==> src/rtl/cp0.sv <==
// cp0: MIPS coprocessor-0 exception/interrupt controller (SR, Cause, EPC, PRId; optional BadVAddr via CP0_BADVADDR_EN)
module cp0 #(
  parameter logic [31:0] PRID = 32'h0000_7007
) (
  input  logic        clk,
  input  logic        reset,
  input  logic [4:0]  A1,
  input  logic [4:0]  A2,
  input  logic [31:0] Din,
  input  logic        WE,
  input  logic [29:0] PC,
  input  logic        BD,
  input  logic [4:0]  ExcCode,
  input  logic [31:0] VAddr,
  input  logic [5:0]  HWInt,
  input  logic        EXLClr,
  output logic        IntReq,
  output logic [29:0] EPC,
  output logic [31:0] Dout
);
  logic [5:0] im, ip;
  logic exl, ie, bd_r;
  logic [4:0] exc_r;
  logic [29:0] epc_r;
  logic irq_int, irq_exc;
  logic [31:0] bva_rd;
  assign irq_int = |(HWInt & im) & ie & ~exl;
  assign irq_exc = (ExcCode != 5'd0) & ~exl;
  assign IntReq = irq_int | irq_exc;
  assign EPC = epc_r;
  always_ff @(posedge clk or posedge reset)
    if (reset) begin
      im <= '0;
      ip <= '0;
      exl <= 1'b0;
      ie <= 1'b0;
      bd_r <= 1'b0;
      exc_r <= '0;
      epc_r <= '0;
    end else begin
      ip <= HWInt;
      if (IntReq) begin
        exl <= 1'b1;
        bd_r <= BD;
        exc_r <= irq_int ? 5'd0 : ExcCode;
        epc_r <= BD ? PC - 30'd1 : PC;
      end else begin
        if (WE && A2 == 5'd12) begin
          im <= Din[15:10];
          exl <= Din[1] & ~EXLClr;
          ie <= Din[0];
        end else if (EXLClr)
          exl <= 1'b0;
        if (WE && A2 == 5'd14)
          epc_r <= Din[31:2];
      end
    end
`ifdef CP0_BADVADDR_EN
  logic [31:0] badvaddr;
  always_ff @(posedge clk or posedge reset)
    if (reset)
      badvaddr <= '0;
    else if (IntReq && !irq_int && (ExcCode == 5'd4 || ExcCode == 5'd5))
      badvaddr <= VAddr;
  assign bva_rd = badvaddr;
`else
  logic unused_vaddr;
  assign unused_vaddr = ^VAddr;
  assign bva_rd = '0;
`endif
  always_comb
    Dout = A1 == 5'd12 ? {16'b0, im, 8'b0, exl, ie} :
           A1 == 5'd13 ? {bd_r, 15'b0, ip, 3'b0, exc_r, 2'b0} :
           A1 == 5'd14 ? {epc_r, 2'b00} :
           A1 == 5'd15 ? PRID :
           A1 == 5'd8  ? bva_rd : 32'd0;
endmodule

==> config.mk <==
export PLATFORM = sky130hd
export DESIGN_NAME = cp0
export DESIGN_NICKNAME = d
export VERILOG_FILES = /design/src/rtl/cp0.sv
export SDC_FILE = /design/constraint.sdc
export NUM_CORES = 1
export LEC_CHECK = 0
export CORE_MARGIN = 5
export CORE_UTILIZATION = 39
export DETAILED_ROUTE_END_ITERATION = 16
export PLACE_DENSITY_LB_ADDON = 0.25
export SYNTH_ARGS = -nofsm -noshare
export SYNTH_HDL_FRONTEND = slang
export SYNTH_SLANG_ARGS = --single-unit
==> constraint.sdc <==
create_clock -name clk -period 3 [get_ports clk]
set_input_delay 0.6 -clock clk [delete_from_list [all_inputs] [get_ports clk]]
set_output_delay 0.6 -clock clk [all_outputs]
set_load 0.01 [all_outputs]
==> metrics.md, run 1 <==
| Metric | Value |
|---|---|
| Status | `finished, final reports clean` |
| Area contributors post-synth | `dfrtp_1 (40%), mux2_2 (12%), nor2_1 (5.5%)` |
| Worst r2r dst | `EPC[1]` |
| Yosys top cell area share | `0.3978` |
| Critical Path End Type | `primary output` |
| Initial core utilization | `0.4029` |
| Crit Reg-Reg Startpoint | `im[0]` |
| Die height | `between 90 and 100 um` |
| Hold Fails Final Rpt | `0` |
| Diode count | `0` |
| Post-route ant nets | `0` |
| Final Non-Filler Cells | `615` |
| Relative slew slack | `0.5615` |
| Fraction of registers with async set/reset | `1.000` |
| Via Count | `3,213` |
| CTS tree | `yes` |
| Die Footprint | `9961 um2` |
| Gr ovfl total | `0` |
| Lkg Pwr | `2.043 nW` |
| Main synth FF type | `dfrtp_1` |
| Slew @ Worst Pin | `0.6577 ns` |
| Final Power | `0.003069 W` |
| Hold Path Sink | `exc_r[0]` |
| Arr. time, crit path | `2.34 ns` |
| Met1 WL | `4.180 mm` |
| Total Routing Usage GR | `0.2014` |
| DP Wirelength | `a little under 8 mm` |
| Vias in the first global route | `3,318` |
| CP required | `2.40 ns` |
| Inserted Clock Buffers | `5` |
| Initial antenna violation count | `0` |
| 1st-iter DRT viols | `66` |
| Area Growth Syn to Fin | `59.90%` |
| Row cnt | `32` |
| Final setup fails | `0` |
| Vias per inst | `5.224` |
| Yosys Warn Count | `0` |
| Post-synth EDFFs | `0` |
| Remaining DRCs | `0` |
| Class of the worst hold path | `reg2reg` |
| Layout Nets | `about 630` |
| Root buffer cell | `clkbuf_8` |
| Unique masters post-synth | `43` |
| Synthesis-stage register bit count | `50` |
| Worst reg2reg setup slack | `0.91 ns` |
| Global-route wire length before repair | `16.23 mm` |
| Synthesized area | `3146 um2` |
| Top-level port count | `183` |
| WL final | `10.04 mm` |
| Worst-Skew Late Latency | `0.31 ns` |
| Slowest-stage cell, CP | `clkdlybuf4s50_1` |
| RSZ-0062 raised after global routing | `no` |
| Met3 routed WL | `898 um` |
| Num Clock Sinks | `50` |
| Cells after Synth | `347` |
| Hold Startpoint | `exc_r[0]` |
| Number of port buffers | `150` |
| Placed cells | `~610` |
| Post-layout min period | `just under 3 ns` |
| Post CTS Setup Buffer Count | `0` |
| Critical Path Fanout Max | `18` |
| Largest net degree at the start of global routing | `60` |
| Avg WL per Cell | `16.32 um` |
| Core Region | `7807 um2` |
| Syn Area/Cell | `9.065 um2` |
| Die X | `between 90 and 100 um` |
| Final hold slack | `0.4754 ns` |
| Synth area leader | `dfrtp_1` |
| Hold Crit Depth | `2` |
| Max layer used | `met4` |
| Sequential share of the synthesized area | `0.3978` |
| Sum of negative setup slack | `0 ns` |
| VDD IR-drop max | `0.0002957 V` |
| Tcrit/Tclk final | `0.9808` |
| Worst-path clk slew | `0.09 ns` |
| Worst path max stage delay | `approximately 0.54 ns` |
| Worst setup SP type | `input pin` |
| Clock tree buffer depth | `2` |
| Maxcap violations | `0` |
| Pwr dens | `roughly 610 nW/um2` |
| R2R cell count | `8` |
| Max Freq | `around 340 MHz` |
| Gpl congestion | `just under 0.9` |
| H-tree depth | `2` |
| CP Cell Sequence | `clkdlybuf4s50_1 > nor2b_2 > nor2b_2 > buf_6 > and2_1 > clkdlybuf4s50_1` |
| Wire length on met2 | `4.798 mm` |
| TritonRoute pass-1 iters | `4` |
| Clk_skew | `0.009222 ns` |
| Share of post-route cells with drive strength above 1 | `0.1579` |
| Fillers | `roughly 660` |
| WS Path Type | `in2out` |
| Final Max Tran Viols | `0` |
| Mapped Nets | `468` |
power breakdown:
part	leakage (nW)	total, W	switching (W)	internal, W
registers	0.584	0.00118	0.000225	0.000951
logic	1.41	0.00148	0.000641	0.000835
clock network	0.0447	0.000417	0.000248	0.000169
state kept, by name, indices dropped and copies added, names as in the netlist:
| register | count |
|---|---|
| EPC | 30 |
| bd_r | 1 |
| exc_r | 5 |
| exl | 1 |
| ie | 1 |
| im | 6 |
| ip | 6 |
layout make-up:
type / count / area [um2] / share of cell area
timing repair buffer: 179 / 1733 / 0.3445
clock inverter: 3 / 25.02 / 0.004975
multi-input combinational: 271 / 1805 / 0.3590
clock buffer: 5 / 68.82 / 0.01368
tap: 102 / 127.6 / 0.02537
sequential: 50 / 1251 / 0.2488
inverter: 5 / 18.77 / 0.003731
critical path: cells and delay by family:
kind | cells | cell delay [ns]
buf+inv | 3 | 1.20
simple gates | 3 | 0.53
metrics by stage:
stage / util / setup slack [ns] / cell area, um2
after CTS: 0.6421 / 0.01579 / 5014
final: 0.6442 / 0.05768 / 5030
after global routing: 0.6442 / 0.01213 / 5030
after global placement: 0.6288 / -0.1435 / 4910
after floorplan: - / 0.2034 / 3146
after detailed placement: 0.6288 / -0.1041 / 4910
worst max-delay path by stage:
stage / startpoint / endpoint / cells after the start
final: A1[1] / Dout[18] / 6
after global routing: A1[0] / Dout[15] / 7
after CTS: A1[1] / Dout[18] / 6
after detailed placement: HWInt[0] / IntReq / 7
after global placement: HWInt[0] / IntReq / 7
after floorplan: HWInt[0] / IntReq / 6
routing by layer:
metal,vias up,GRT usage
met1,1522,0.2484
met3,13,0.06393
met2,123,0.3386
met5,-,0
met4,0,0.05672
li1,1555,-
cell usage after synthesis, drive strengths merged, types with 2 or more instances:
library cell  instances
a21oi                29
and2                 19
nand4                 3
xnor2                18
nor2                 46
nand3                 9
a22o                  3
or4                   5
buf                   3
xor2                  9
nand4b                2
dfrtp                50
a31oi                 2
nor3                 12
nor4                 11
o21ai                 8
o22ai                 3
or3                   2
mux2i                10
nand2                24
clkbuf               18
a22oi                 6
nor2b                 3
inv                   4
mux2                 34
placed cells by master, fill, tap and decap left out, types with 2 or more instances in the layout:
| cell | netlist | final |
|---|---|---|
| o22ai_1 | 3 | 3 |
| nor2_1 | 46 | 46 |
| a31oi_1 | 2 | 2 |
| xnor2_1 | 18 | 18 |
| a21oi_1 | 29 | 29 |
| or4_4 | 2 | 2 |
| xor2_1 | 9 | 9 |
| inv_1 | 4 | 3 |
| nand4_1 | 3 | 3 |
| or4_1 | 3 | 3 |
| nand3_1 | 9 | 8 |
| o21ai_0 | 7 | 7 |
| nor4_1 | 11 | 11 |
| nand2_1 | 24 | 24 |
| or3_1 | 2 | 2 |
| nor2b_2 | 0 | 3 |
| nand4b_1 | 2 | 2 |
| mux2_2 | 34 | 34 |
| buf_6 | 1 | 2 |
| nor3_1 | 12 | 12 |
| clkbuf_8 | 0 | 5 |
| mux2i_1 | 10 | 10 |
| a22o_1 | 3 | 3 |
| a22oi_1 | 6 | 6 |
| clkdlybuf4s50_1 | 0 | 146 |
| dlymetal6s2s_1 | 0 | 3 |
| dfrtp_1 | 50 | 50 |
| and2_1 | 19 | 19 |
| buf_4 | 0 | 27 |
timing repair:
action / in CTS / in global routing
pin swaps: 0 / 0
gates cloned: 0 / 0
hold buffers: 0 / 0
setup endpoints to repair: 19 / 17
resized for setup: 4 / 6
cells by family after synthesis:
family,count (synthesis),share of synthesized area
compound gates,56,0.1046
xor+xnor,27,0.07518
fa+ha+maj,1,0.003977
buf+inv,26,0.03380
flops,50,0.3978
mux,44,0.1535
simple gates,143,0.2311
(Power assumes the default switching activity.)
==> inputs of run 2 (changes only) <==
--- a/config.mk
+++ b/config.mk
@@ -8,6 +8,7 @@
 export CORE_MARGIN = 5
 export CORE_UTILIZATION = 39
 export DETAILED_ROUTE_END_ITERATION = 16
+export HOLD_SLACK_MARGIN = 0.1
 export PLACE_DENSITY_LB_ADDON = 0.25
 export SYNTH_ARGS = -nofsm -noshare
 export SYNTH_HDL_FRONTEND = slang
==> results of run 2 <==
The final DEF is identical to that of run 1; final timing and power are the same.
==> inputs of run 3 (changes only) <==
--- a/config.mk
+++ b/config.mk
@@ -8,6 +8,7 @@
 export CORE_MARGIN = 5
 export CORE_UTILIZATION = 39
 export DETAILED_ROUTE_END_ITERATION = 16
+export GPL_TIMING_DRIVEN = 0
 export HOLD_SLACK_MARGIN = 0.1
 export PLACE_DENSITY_LB_ADDON = 0.25
 export SYNTH_ARGS = -nofsm -noshare
==> metrics.md, run 3 (same netlist as run 1, synthesis figures left out) <==
| Metric | Value |
|---|---|
| Total Routing Usage GR | `0.2121 (+0.01065)` |
| Worst setup SP type | `input pin` |
| 1st-iter DRT viols | `89 (+35%)` |
| Root buffer cell | `clkbuf_8` |
| Hold Fails Final Rpt | `0 (unchanged)` |
| Max reg flops | `30 (unchanged)` |
| CTS tree | `yes` |
| Worst r2r dst | `im[0]` |
| Max Freq | `337.3 MHz (-0.76%)` |
| Core Region | `7807 um2 (unchanged)` |
| Commonest non-fill, non-tap cell in the layout | `clkdlybuf4s50_1` |
| H-tree depth | `2 (unchanged)` |
| Initial core utilization | `0.4029 (unchanged)` |
| TritonRoute pass-1 iters | `4 (unchanged)` |
| Worst-Skew Late Latency | `0.31 ns (about the same)` |
| Vias in the first global route | `3,428 (+3.3%)` |
| Placed cells | `599 (-1.3%)` |
| Clock tree buffer depth | `2 (unchanged)` |
| Final Non-Filler Cells | `612 (-0.49%)` |
| Lkg Pwr | `2.211 nW (+8.2%)` |
| Met1 WL | `4.421 mm (+5.8%)` |
| Slew @ Worst Pin | `0.9939 ns (+0.3361 ns)` |
| Row cnt | `32 (unchanged)` |
| DP Wirelength | `8.215 mm (+5.6%)` |
| Tcrit/Tclk final | `0.9883 (+0.007531)` |
| Inserted Clock Buffers | `5 (unchanged)` |
| Vias per inst | `5.199 (-0.48%)` |
| Crit Reg-Reg Startpoint | `im[3]` |
| Number of port buffers | `149 (-0.67%)` |
| VDD IR-drop max | `0.0003152 V (+6.6%)` |
| Post-route ant nets | `0 (unchanged)` |
| Largest net degree at the start of global routing | `29 (-52%)` |
| Area Growth Syn to Fin | `60.38%` |
| Post-layout min period | `2.965 ns (+0.02259 ns)` |
| Arr. time, crit path | `2.36 ns (+0.02 ns)` |
| Initial antenna violation count | `0 (unchanged)` |
| Met3 routed WL | `950 um (+5.8%)` |
| Final hold slack | `0.4857 ns (+0.01033 ns)` |
| Remaining DRCs | `0 (unchanged)` |
| Hold Path Sink | `exc_r[0]` |
| Class of the worst hold path | `reg2reg` |
| Worst-path clk slew | `0.09 ns (about the same)` |
| R2R cell count | `6 (-2)` |
| Critical Path Fanout Max | `8 (-10)` |
| Diode count | `0 (unchanged)` |
| Clk_skew | `0.01186 ns (+0.002642 ns)` |
| Share of post-route cells with drive strength above 1 | `0.1373 (-0.02064)` |
| Relative slew slack | `0.3313 (-0.2302)` |
| Max layer used | `met4` |
| WL final | `10.63 mm (+5.9%)` |
| Final Max Tran Viols | `0 (unchanged)` |
| CP required | `2.40 ns (about the same)` |
| Layout Nets | `630 (-0.47%)` |
| Via Count | `3,182 (-0.96%)` |
| Gr ovfl total | `0 (unchanged)` |
| Hold Startpoint | `exc_r[0]` |
| Wire length on met2 | `5.150 mm (+7.3%)` |
| Die height | `99.81 um (unchanged)` |
| Commonest cells after routing, fill and taps aside | `clkdlybuf4s50_1 (132), dfrtp_1 (50), nor2_1 (45), mux2_2 (34), a21oi_1 (29)` |
| Hold Crit Depth | `2 (unchanged)` |
| Maxcap violations | `0 (unchanged)` |
| Gpl congestion | `0.8609 (-1.3%)` |
| Die Footprint | `9961 um2 (unchanged)` |
| Final setup fails | `0 (unchanged)` |
| Top-level port count | `183 (unchanged)` |
| Global-route wire length before repair | `16.94 mm (+4.4%)` |
| Avg WL per Cell | `17.37 um (+6.5%)` |
| WS Path Type | `in2out` |
| Pwr dens | `622.6 nW/um2 (+2.1%)` |
| Status | `finished, final reports clean` |
| Worst reg2reg setup slack | `0.99 ns (+0.08 ns)` |
| Critical Path End Type | `primary output` |
| Die X | `99.81 um (unchanged)` |
| Num Clock Sinks | `50 (unchanged)` |
[run 3: metal layers]
| layer | global-route usage | vias to the layer above |
|---|---|---|
| li1 | - | 1556 |
| met1 | 0.2614 | 1481 |
| met2 | 0.3643 | 135 |
| met3 | 0.06115 | 10 |
| met4 | 0.05357 | 0 |
| met5 | 0 | - |
[run 3: metrics by stage]
step	util	TNS (ns)	setup slack, ns	cell area (um2)	total power (W)
after floorplan	-	0	0.2034	3146	0.001873
after global placement	0.6103	-29.51	-1.242	4765	0.002634
after detailed placement	0.6128	-31.73	-1.285	4785	0.002682
after CTS	0.6375	-0.01282	-0.01282	4977	0.003159
after global routing	0.6462	-0.04310	-0.01851	5045	0.003362
final	0.6462	0	0.03509	5045	0.003141
[run 3: report_power, final]
group | switching, W | internal, W
Combinational | 0.000690 | 0.000856
Clock | 0.000249 | 0.000169
Sequential | 0.000227 | 0.000951
Total | 0.00117 | 0.00198
[run 3: how the worst max path moves through the flow]
stage / start / endpoint / slack (ns) / depth (start not counted)
floorplan: HWInt[0] / IntReq / 0.20 / 6
global placement: HWInt[0] / IntReq / -1.24 / 8
detailed placement: HWInt[0] / IntReq / -1.28 / 8
CTS: ExcCode[0] / IntReq / -0.01 / 7
global route: A1[2] / Dout[20] / -0.02 / 6
finish: A1[2] / Dout[20] / 0.04 / 6
[run 3: layout make-up]
| cell class | instances | area (um2) |
|---|---|---|
| sequential | 50 | 1251 |
| inverter | 5 | 21.27 |
| clock buffer | 5 | 68.82 |
| multi-input combinational | 271 | 1842 |
| fill | 678 | 2763 |
| clock inverter | 3 | 25.02 |
| tap | 102 | 127.6 |
| buffer | 20 | 113.9 |
| timing repair buffer | 156 | 1595 |
[run 3: timing repair]
item,CTS,global route
buffers inserted,4,2
resized for setup,23,24
pin swaps,3,2
endpoints found under the setup margin,58,31
hold buffers,0,0
[run 3: critical path: stages]
cell             delay, ns
clkdlybuf4s50_1       0.47
nand3b_1              0.22
nor2b_4               0.25
buf_6                 0.16
and2_1                0.13
clkdlybuf4s50_1       0.54
